File: src/rtl/mac_operand_loader.sv
// mac_operand_loader: Wishbone-slave front end for the MAC unit.
//
// Firmware writes NWORDS 32-bit operand words (DATA0..DATA7), which are assembled into the
// DW-bit MAC input vector. A START issues that vector with a valid/ready handshake. The
// RW-bit MAC result is captured and then polled over Wishbone.
//
// Register map (offset = adr[7:2]):
//   0x00-0x1C DATA0-7  RW, byte lanes honour wbs_sel_i
//   0x20      CTRL     W: [0] START, [1] KEEP, [2] ABORT, [3] IRQ enable
//                      R: {KEEP at bit 1, IRQ enable at bit 3}
//   0x24      STATUS   RO except bit 3 (W1C err):
//                      [0] busy [1] full [2] done [3] err [10:8] state [23:16] load mask
//   0x28      RESULT   RO, zero-extended result
//
// Ports:
//   wb_clk_i, wb_rst_ni      clock, asynchronous active-low reset
//   wbs_*                    Wishbone slave (registered ack and read data, one wait state)
//   op_data_o/op_valid_o/op_ready_i   operand vector handshake to the MAC
//   res_data_i/res_valid_i   MAC result, one-cycle valid pulse
//   irq_o                    done interrupt
//
// Build option: define MAC_LDR_IRQ_EN to enable CTRL[3] and irq_o; otherwise irq_o is tied 0
// and CTRL[3] reads 0.
module mac_operand_loader #(
   parameter logic [31:0] BASE_ADDR = 32'h3000_0000,
   parameter int unsigned DW        = 256,
   parameter int unsigned RW        = 28
) (
   input  logic          wb_clk_i,
   input  logic          wb_rst_ni,
   input  logic          wbs_stb_i,
   input  logic          wbs_cyc_i,
   input  logic          wbs_we_i,
   input  logic [3:0]    wbs_sel_i,
   input  logic [31:0]   wbs_adr_i,
   input  logic [31:0]   wbs_dat_i,
   output logic          wbs_ack_o,
   output logic [31:0]   wbs_dat_o,
   output logic [DW-1:0] op_data_o,
   output logic          op_valid_o,
   input  logic          op_ready_i,
   input  logic [RW-1:0] res_data_i,
   input  logic          res_valid_i,
   output logic          irq_o
);

   localparam int unsigned NWORDS = DW / 32;

   localparam logic [5:0] OffCtrl   = 6'h08;
   localparam logic [5:0] OffStatus = 6'h09;
   localparam logic [5:0] OffResult = 6'h0A;

   // Encoding is visible to firmware in STATUS[10:8].
   typedef enum logic [2:0] {
      StIdle    = 3'd0,
      StIssue   = 3'd1,
      StWaitRes = 3'd2,
      StDone    = 3'd3
   } state_e;

   state_e            state_q, state_d;
   logic [31:0]       data_q [NWORDS];
   logic [31:0]       data_d [NWORDS];
   logic [NWORDS-1:0] mask_q, mask_d;
   logic              keep_q, keep_d;
   logic              err_q, err_d;
   logic [RW-1:0]     result_q, result_d;
   logic              ack_q;
   logic [31:0]       rdata_q, rdata_d;
   logic              ien_q;
`ifdef MAC_LDR_IRQ_EN
   logic              ien_d;
`endif

   logic        sel, wr, rd, is_data, full, busy, done;
   logic [5:0]  off;
   logic [7:0]  mask_field;
   logic [31:0] result_ext, status_rd;
   logic        unused_adr;

   assign off        = wbs_adr_i[7:2];
   assign unused_adr = ^wbs_adr_i[1:0];
   // !ack_q blocks reselection on the ack cycle, so acks are never back to back.
   assign sel     = wbs_stb_i & wbs_cyc_i & ~ack_q & (wbs_adr_i[31:8] == BASE_ADDR[31:8]);
   assign wr      = sel & wbs_we_i;
   assign rd      = sel & ~wbs_we_i;
   assign is_data = off < 6'(NWORDS);

   assign full = &mask_q;
   assign busy = (state_q == StIssue) || (state_q == StWaitRes);
   assign done = (state_q == StDone);

   always_comb begin
      mask_field = '0;
      mask_field[NWORDS-1:0] = mask_q;
      result_ext = '0;
      result_ext[RW-1:0] = result_q;
      status_rd = '0;
      status_rd[0]     = busy;
      status_rd[1]     = full;
      status_rd[2]     = done;
      status_rd[3]     = err_q;
      status_rd[10:8]  = state_q;
      status_rd[23:16] = mask_field;
   end

   always_comb begin
      state_d  = state_q;
      data_d   = data_q;
      mask_d   = mask_q;
      keep_d   = keep_q;
      err_d    = err_q;
      result_d = result_q;
      rdata_d  = '0;
`ifdef MAC_LDR_IRQ_EN
      ien_d    = ien_q;
`endif

      // MAC side; results outside StWaitRes are ignored.
      case (state_q)
         StIssue:   if (op_ready_i) state_d = StWaitRes;
         StWaitRes: begin
            if (res_valid_i) begin
               result_d = res_data_i;
               state_d  = StDone;
            end
         end
         default: ;
      endcase

      if (wr) begin
         if (is_data) begin
            if (state_q == StIdle) begin
               for (int unsigned i = 0; i < NWORDS; i++) begin
                  if (off == 6'(i)) begin
                     for (int unsigned b = 0; b < 4; b++) begin
                        if (wbs_sel_i[b]) data_d[i][8*b +: 8] = wbs_dat_i[8*b +: 8];
                     end
                     if (|wbs_sel_i) mask_d[i] = 1'b1;
                  end
               end
            end else begin
               err_d = 1'b1;
            end
         end else if (off == OffCtrl) begin
            keep_d = wbs_dat_i[1];
`ifdef MAC_LDR_IRQ_EN
            ien_d  = wbs_dat_i[3];
`endif
            // ABORT takes priority over START in the same write.
            if (wbs_dat_i[2]) begin
               state_d = StIdle;
               mask_d  = '0;
            end else if (wbs_dat_i[0]) begin
               if ((state_q == StIdle) && full) state_d = StIssue;
               else                              err_d   = 1'b1;
            end
         end else if (off == OffStatus) begin
            if (wbs_dat_i[3]) err_d = 1'b0;
         end
      end

      if (rd) begin
         if (is_data) begin
            for (int unsigned i = 0; i < NWORDS; i++) begin
               if (off == 6'(i)) rdata_d = data_q[i];
            end
         end else if (off == OffCtrl) begin
            rdata_d = {28'b0, ien_q, 1'b0, keep_q, 1'b0};
         end else if (off == OffStatus) begin
            rdata_d = status_rd;
         end else if (off == OffResult) begin
            // Returns the pre-capture value if a result lands in this same cycle.
            rdata_d = result_ext;
            if (state_q == StDone) begin
               state_d = StIdle;
               if (!keep_q) mask_d = '0;
            end
         end
      end
   end

   always_ff @(posedge wb_clk_i or negedge wb_rst_ni) begin
      if (!wb_rst_ni) begin
         state_q  <= StIdle;
         for (int unsigned i = 0; i < NWORDS; i++) data_q[i] <= '0;
         mask_q   <= '0;
         keep_q   <= 1'b0;
         err_q    <= 1'b0;
         result_q <= '0;
         ack_q    <= 1'b0;
         rdata_q  <= '0;
      end else begin
         state_q  <= state_d;
         data_q   <= data_d;
         mask_q   <= mask_d;
         keep_q   <= keep_d;
         err_q    <= err_d;
         result_q <= result_d;
         ack_q    <= sel;
         rdata_q  <= rdata_d;
      end
   end

`ifdef MAC_LDR_IRQ_EN
   always_ff @(posedge wb_clk_i or negedge wb_rst_ni) begin
      if (!wb_rst_ni) ien_q <= 1'b0;
      else            ien_q <= ien_d;
   end
`else
   assign ien_q = 1'b0;
`endif

   always_comb begin
      for (int unsigned i = 0; i < NWORDS; i++) op_data_o[32*i +: 32] = data_q[i];
   end

   assign op_valid_o = (state_q == StIssue);
   assign irq_o      = ien_q & done;
   assign wbs_ack_o  = ack_q;
   assign wbs_dat_o  = rdata_q;

endmodule

File: config.mk
export PLATFORM = sky130hd
export DESIGN_NAME = mac_operand_loader
export DESIGN_NICKNAME = d
export VERILOG_FILES = /design/src/rtl/mac_operand_loader.sv
export SDC_FILE = /design/constraint.sdc
export NUM_CORES = 1
export LEC_CHECK = 0
export CAP_MARGIN = 20
export CORE_MARGIN = 2
export CORE_UTILIZATION = 35
export CTS_CLUSTER_SIZE = 24
export DETAILED_ROUTE_END_ITERATION = 10
export HOLD_SLACK_MARGIN = 0.02
export SLEW_MARGIN = 10
export SYNTH_ARGS = -nofsm -noshare
export SYNTH_HDL_FRONTEND = slang
export SYNTH_SLANG_ARGS = --single-unit
export TNS_END_PERCENT = 10
File: constraint.sdc
create_clock -name wb_clk_i -period 4.42 [get_ports wb_clk_i]
set_input_delay 0.884 -clock wb_clk_i [delete_from_list [all_inputs] [get_ports wb_clk_i]]
set_output_delay 0.884 -clock wb_clk_i [all_outputs]
set_load 0.005 [all_outputs]
==> results of run 1 <==
==> layer usage <==
| layer | up-vias | track usage (%) |
|---|---|---|
| met5 | - | 0 |
| met3 | 72 | 6.38 |
| li1 | 5176 | - |
| met4 | 0 | 6.05 |
| met1 | 6199 | 33.2 |
| met2 | 391 | 41.4 |
==> power groups by stage <==
| stage | logic [mW] | registers [mW] | clock network, mW |
|---|---|---|---|
| 2_1_floorplan | 0.0707 | 3.08 | 0 |
| 3_3_place_gp | 0.316 | 3.08 | 0 |
| 3_5_place_dp | 0.318 | 3.08 | 0 |
| 4_1_cts | 0.318 | 3.02 | 3.27 |
| 5_1_grt | 0.340 | 3.02 | 3.41 |
| 6_report | 0.317 | 3.02 | 3.21 |
==> per-stage QoR <==
step	instance area, um2	instances	hold WS, ps	utilization, %
2_1_floorplan	15200	1141	480	-
3_3_place_gp	20000	2105	491	46.7
3_5_place_dp	20000	2105	496	46.7
4_1_cts	21300	2174	466	49.7
5_1_grt	21300	2174	519	49.7
6_report	21300	2174	455	49.7
==> cell families after synthesis <==
kind of cell / synth area share (%)
compound gates: 9.97
xor+xnor: 0.0578
buf+inv: 1.85
flops: 54.5
mux: 25.2
other cells: 0.0247
simple gates: 8.44
==> cell type report <==
| class | instances | area [um2] |
|---|---|---|
| multi-input combinational | 742 | 6670 |
| inverter | 3 | 11.3 |
| timing repair buffer | 445 | 4370 |
| clock inverter | 4 | 50.0 |
| sequential | 330 | 8260 |
| tap | 585 | 732 |
| clock buffer | 65 | 1240 |
| fill | 3830 | 21600 |
==> sequential cells by signal (all words and copies together) (netlist names) <==
signal	count
op_data_o	256
wbs_dat_o	32
result_q	28
mask_field	8
state_q	3
err_q	1
keep_q	1
wbs_ack_o	1
==> critical path: cells and delay by family <==
family / cells / cell delay [ps]
simple gates: 4 / 1570
mux: 1 / 430
buf+inv: 2 / 950
==> layout by cell type, fill, tap and decap left out, drive strengths merged, types with 14 or more instances in the layout <==
cell type / count
a21oi: 33
a221oi: 21
a22o: 14
a22oi: 21
buf: 58
clkbuf: 65
clkdlybuf4s50: 387
dfrtp: 330
mux2: 291
mux2i: 54
nand2: 74
nor2: 22
nor3: 32
o21ai: 23
o2bb2ai: 28
==> final timing paths <==
path	startpoint	to	slack [ps]	depth (start not counted)
hold / removal	wb_rst_ni	op_data_o[222]$_DFFE_PN0P_	460	1
setup reg to reg	state_q[0]$_DFF_PN0_	op_data_o[1]$_DFFE_PN0P_	1520	5
max in group asynchronous	wb_rst_ni	op_data_o[227]$_DFFE_PN0P_	2980	2
setup / recovery	wbs_adr_i[4]	op_data_o[220]$_DFFE_PN0P_	1000	7
hold reg to reg	result_q[17]$_DFFE_PN0P_	result_q[17]$_DFFE_PN0P_	510	1
min in group wb_clk_i	result_q[17]$_DFFE_PN0P_	result_q[17]$_DFFE_PN0P_	510	1
==> metrics, run 1 <==
top-count cell post-synth=dfrtp_1; RSZ-0062 raised after global routing=no; Crit path top cell by count=nand2_1; Fin Setup TNS=0 ps; starting density of the core=35.3%; top cells by instance count after synthesis=330 x dfrtp_1, 285 x mux2_2, 74 x nand2_1, 54 x mux2i_1, 50 x clkbuf_1; Net Count, Synth=1,244; post-synthesis average cell area=13.3 um2; Max Used Layer=met4; Buffers on Ports=390; GP Congestion=0.832; ys async rst share=100%; CP peak stage delay=710 ps; leading area contributor after synthesis=dfrtp_1; vias per std cell=5.45; # DRC=0; vias in the first global route=12,300; overall routing resource usage=25.2%; worst-case clock skew=15.1 ps; Setup crit start kind=input pin; initial antenna violation count=1; ant diodes=0; synthesis warning total=0; Worst Tran Pin Value=939 ps; final hold violation count=0; Final min period=3420 ps; clock latency on the worst-skew pair=550 ps; Crit-path slowest cell=clkdlybuf4s50_1; Synth Flop Type=dfrtp_1; CP max FO=21; clock share of power=49.0%; Mapped Cells=1,141; Pins Over Slew Limit=0; Setup Crit Path Kind=input pin to flop; Req. time, crit path=4840 ps; DRT iter0 DRCs=837; combinational power share=4.8%; layout cells sized above 1=27.9%; top cells by area, synth=dfrtp_1 54%, mux2_2 21%, mux2i_1 3.6%; Fmax=0.293 GHz; largest net degree at the start of global routing=114; CTS buffer count=39; first drt pass iteration count=5; DR WL met2=27,400 um; Setup WS pre-CTS=465 ps; # clock sinks=330; LEAKAGE=9.67 nW; crit end category=flop; Post-Route M1 WL=24,100 um; Die Wd=212 um; Root Driver=clkbuf_16; Netlist Area Pre-Place=15,200 um2; TritonCTS clock tree=done; Sw Share=22.2%; Final WS setup=1000 ps; CTS HTree Levels=2; number of flops mapped to enable cells by yosys=0; Die H=212 um; Reg power frac=46.2%; NetSw=1.45 mW; Reg clk slew, reported paths=60 ps; worst min path class=input pin to async pin; Power Total=6.55 mW; worst vdd ir=0.306 mV; Final period util=77.3%; worst path arrival time=3840 ps; core area=42,900 um2; die area=45,000 um2; WL final=56,800 um; total gr overflow=0; CTS Buffer Depth=3; register area share after synthesis=54.5%; post-synth top area share=54.5%; Yosys reg bits=330; wire length on met3=4330 um; Post-DRT Antenna Nets=0; Synth cell types=54; first-pass GRT wire length=83,300 um; crit-path cells=clkdlybuf4s50_1, nor3b_2, nand2_1, buf_4, nor4_1, nand2_1, mux2_2; Max Cap Violations=0; WL/cell=26.1 um; # Post-CTS Setup Buffers=0; hold_buf cts=0; Final nets=1,664; area delta synth->final=40.6%; via count=11,800; run status=completed; dpl hpwl=38,500 um; Slew HR=37.4%; internal power=5.09 mW; I/O Pins=394; endpoints failing setup=0; # resized after CTS=0; Rows=76; Pwr Density=307 nW/um2
No activity file was read; power rests on OpenSTA's default activity.
==> inputs of run 2 (changes only) <==
==> constraint.sdc (replaced) <==
create_clock -name wb_clk_i -period 2.77 [get_ports wb_clk_i]
set_input_delay 0.554 -clock wb_clk_i [delete_from_list [all_inputs] [get_ports wb_clk_i]]
set_output_delay 0.554 -clock wb_clk_i [all_outputs]
set_load 0.005 [all_outputs]
==> metrics, run 2 (synthesized netlist as in run 1, its figures left out) <==
Setup crit start kind=input pin; Final period util=91.2%; RSZ-0062 raised after global routing=no; initial antenna violation count=4 (+3); Final min period=2530 ps; run status=completed; CTS HTree Levels=2 (unchanged); final hold violation count=0 (unchanged); Max Used Layer=met5; # Post-CTS Setup Buffers=0 (unchanged); Slew HR=26.5% (-11 points); # clock sinks=330 (unchanged); area delta synth->final=47.6%; CTS Buffer Depth=3 (unchanged); Pwr Density=466 nW/um2 (+52%); combinational power share=5.1% (+0.3 points); Fmax=0.396 GHz; Crit-path slowest cell=clkdlybuf4s50_1; Max Cap Violations=0 (unchanged); starting density of the core=35.3% (unchanged); total gr overflow=0 (unchanged); CTS buffer count=38 (-2.6%); crit-path cells=clkdlybuf4s50_1, nor4b_4, buf_4, and3_1, nand4_4, buf_4, nor3_4, buf_4, mux2_2; Reg power frac=46.2% (about the same); dpl hpwl=39,900 um (+3.7%); DRT iter0 DRCs=713 (-15%); Reg2Reg Setup Slack=280 ps (-1240 ps); Req. time, crit path=3200 ps (-1640 ps); LEAKAGE=10.2 nW (+5.7%); Reg clk slew, reported paths=60 ps (about the same); CP max FO=8 (-62%); internal power=8.06 mW (+58%); layout cells sized above 1=31.4% (+3.5 points); commonest non-fill, non-tap cell in the layout=clkdlybuf4s50_1; Min Hold Slack=512 ps (+56.7 ps); vias in the first global route=12,700 (+2.7%); die area=45,000 um2 (unchanged); Die Wd=212 um (unchanged); placed insts=2,181 (+3.6%); core area=42,900 um2 (unchanged); overall routing resource usage=24.9% (-0.24 points); # resized after CTS=0 (unchanged); Die H=212 um (unchanged); largest net degree at the start of global routing=71 (-38%); Post-DRT Antenna Nets=0 (unchanged); first-pass GRT wire length=82,400 um (-1.0%); DR WL met2=26,700 um (-2.6%); Setup Crit Path Kind=input pin to flop; TritonCTS clock tree=done; I/O Pins=394 (unchanged); Worst Tran Pin Value=1100 ps (+159 ps); # DRC=0 (unchanged); Non-Filler Instances=2,256 (+3.8%); Sw Share=22.7% (+0.54 points); crit end category=flop; worst path arrival time=2960 ps (-880 ps); worst min path class=flop to flop; clock share of power=48.7% (-0.3 points); NetSw=2.37 mW (+63%); WL/cell=25.1 um (-4.0%); Critical path buffers and inverters=4 (+2); Largest register FFs=256 (unchanged); hold_buf cts=1 (+1); WL final=56,600 um (-0.35%); Crit path max-delay family=buffers and inverters; worst vdd ir=0.362 mV (+18%); Pins Over Slew Limit=0 (unchanged); first drt pass iteration count=6 (+1); Root Driver=clkbuf_16; Crit path top cell by count=buf_4; via count=12,100 (+2.0%); worst-case clock skew=15.6 ps (+0.509 ps); clock latency on the worst-skew pair=550 ps (about the same); Post-Route M1 WL=23,900 um (-0.94%); CP peak stage delay=450 ps (-260 ps); Buffers on Ports=390 (unchanged); Rows=76 (unchanged); vias per std cell=5.35 (-1.7%); wire length on met3=4200 um (-2.9%); endpoints failing setup=0 (unchanged); Final nets=1,740 (+4.6%); GP Congestion=0.829 (-0.43%); commonest cells after routing, fill and taps aside=387 x clkdlybuf4s50_1, 330 x dfrtp_1, 285 x mux2_2
==> run 2: layer usage <==
metal	global-route usage, %	vias up
met5	0	-
met4	9.47	2
met3	5.98	101
met2	40.3	476
met1	32.4	6157
li1	-	5338
==> run 2: layout make-up <==
class	count	area (um2)
diodes	6	15.0
clock buffers	58	1180
clock inverters	10	85.1
fillers	3704	20500
inverters	3	11.3
multi-input cells	742	6670
flip-flops and latches	330	8260
well taps	585	732
repair buffers	522	5440
==> run 2: worst paths after layout <==
kind                                    startpoint                         end  depth (start not counted)
hold reg to reg            result_q[1]$_DFFE_PN0P_     result_q[1]$_DFFE_PN0P_                          1
setup / recovery                     wbs_adr_i[24]  op_data_o[109]$_DFFE_PN0P_                          9
hold / removal             result_q[1]$_DFFE_PN0P_     result_q[1]$_DFFE_PN0P_                          1
min in group asynchronous                wb_rst_ni  op_data_o[222]$_DFFE_PN0P_                          2
max in group asynchronous                wb_rst_ni     wbs_dat_o[31]$_DFF_PN0_                          3
setup reg to reg              state_q[1]$_DFF_PN0_  op_data_o[174]$_DFFE_PN0P_                          8
==> run 2: through the flow <==
stage,area (um2),utilization (%),power (mW),TNS [ps],worst slack [ps]
finish,22400,52.2,10.4,0,245
global route,22400,52.2,10.8,0,106
CTS,22400,52.2,10.5,0,237
detailed placement,21100,49.2,5.44,-53430,-349
global placement,21100,49.2,5.43,-42780,-260
floorplan,15200,-,5.02,0,238
==> run 2: power by group through the flow <==
stage,sequential [mW],combinational [mW],clock (mW)
after CTS,4.82,0.535,5.18
after detailed placement,4.91,0.531,0
after floorplan,4.91,0.113,0
after global placement,4.91,0.526,0
after global routing,4.82,0.567,5.39
final,4.82,0.530,5.09
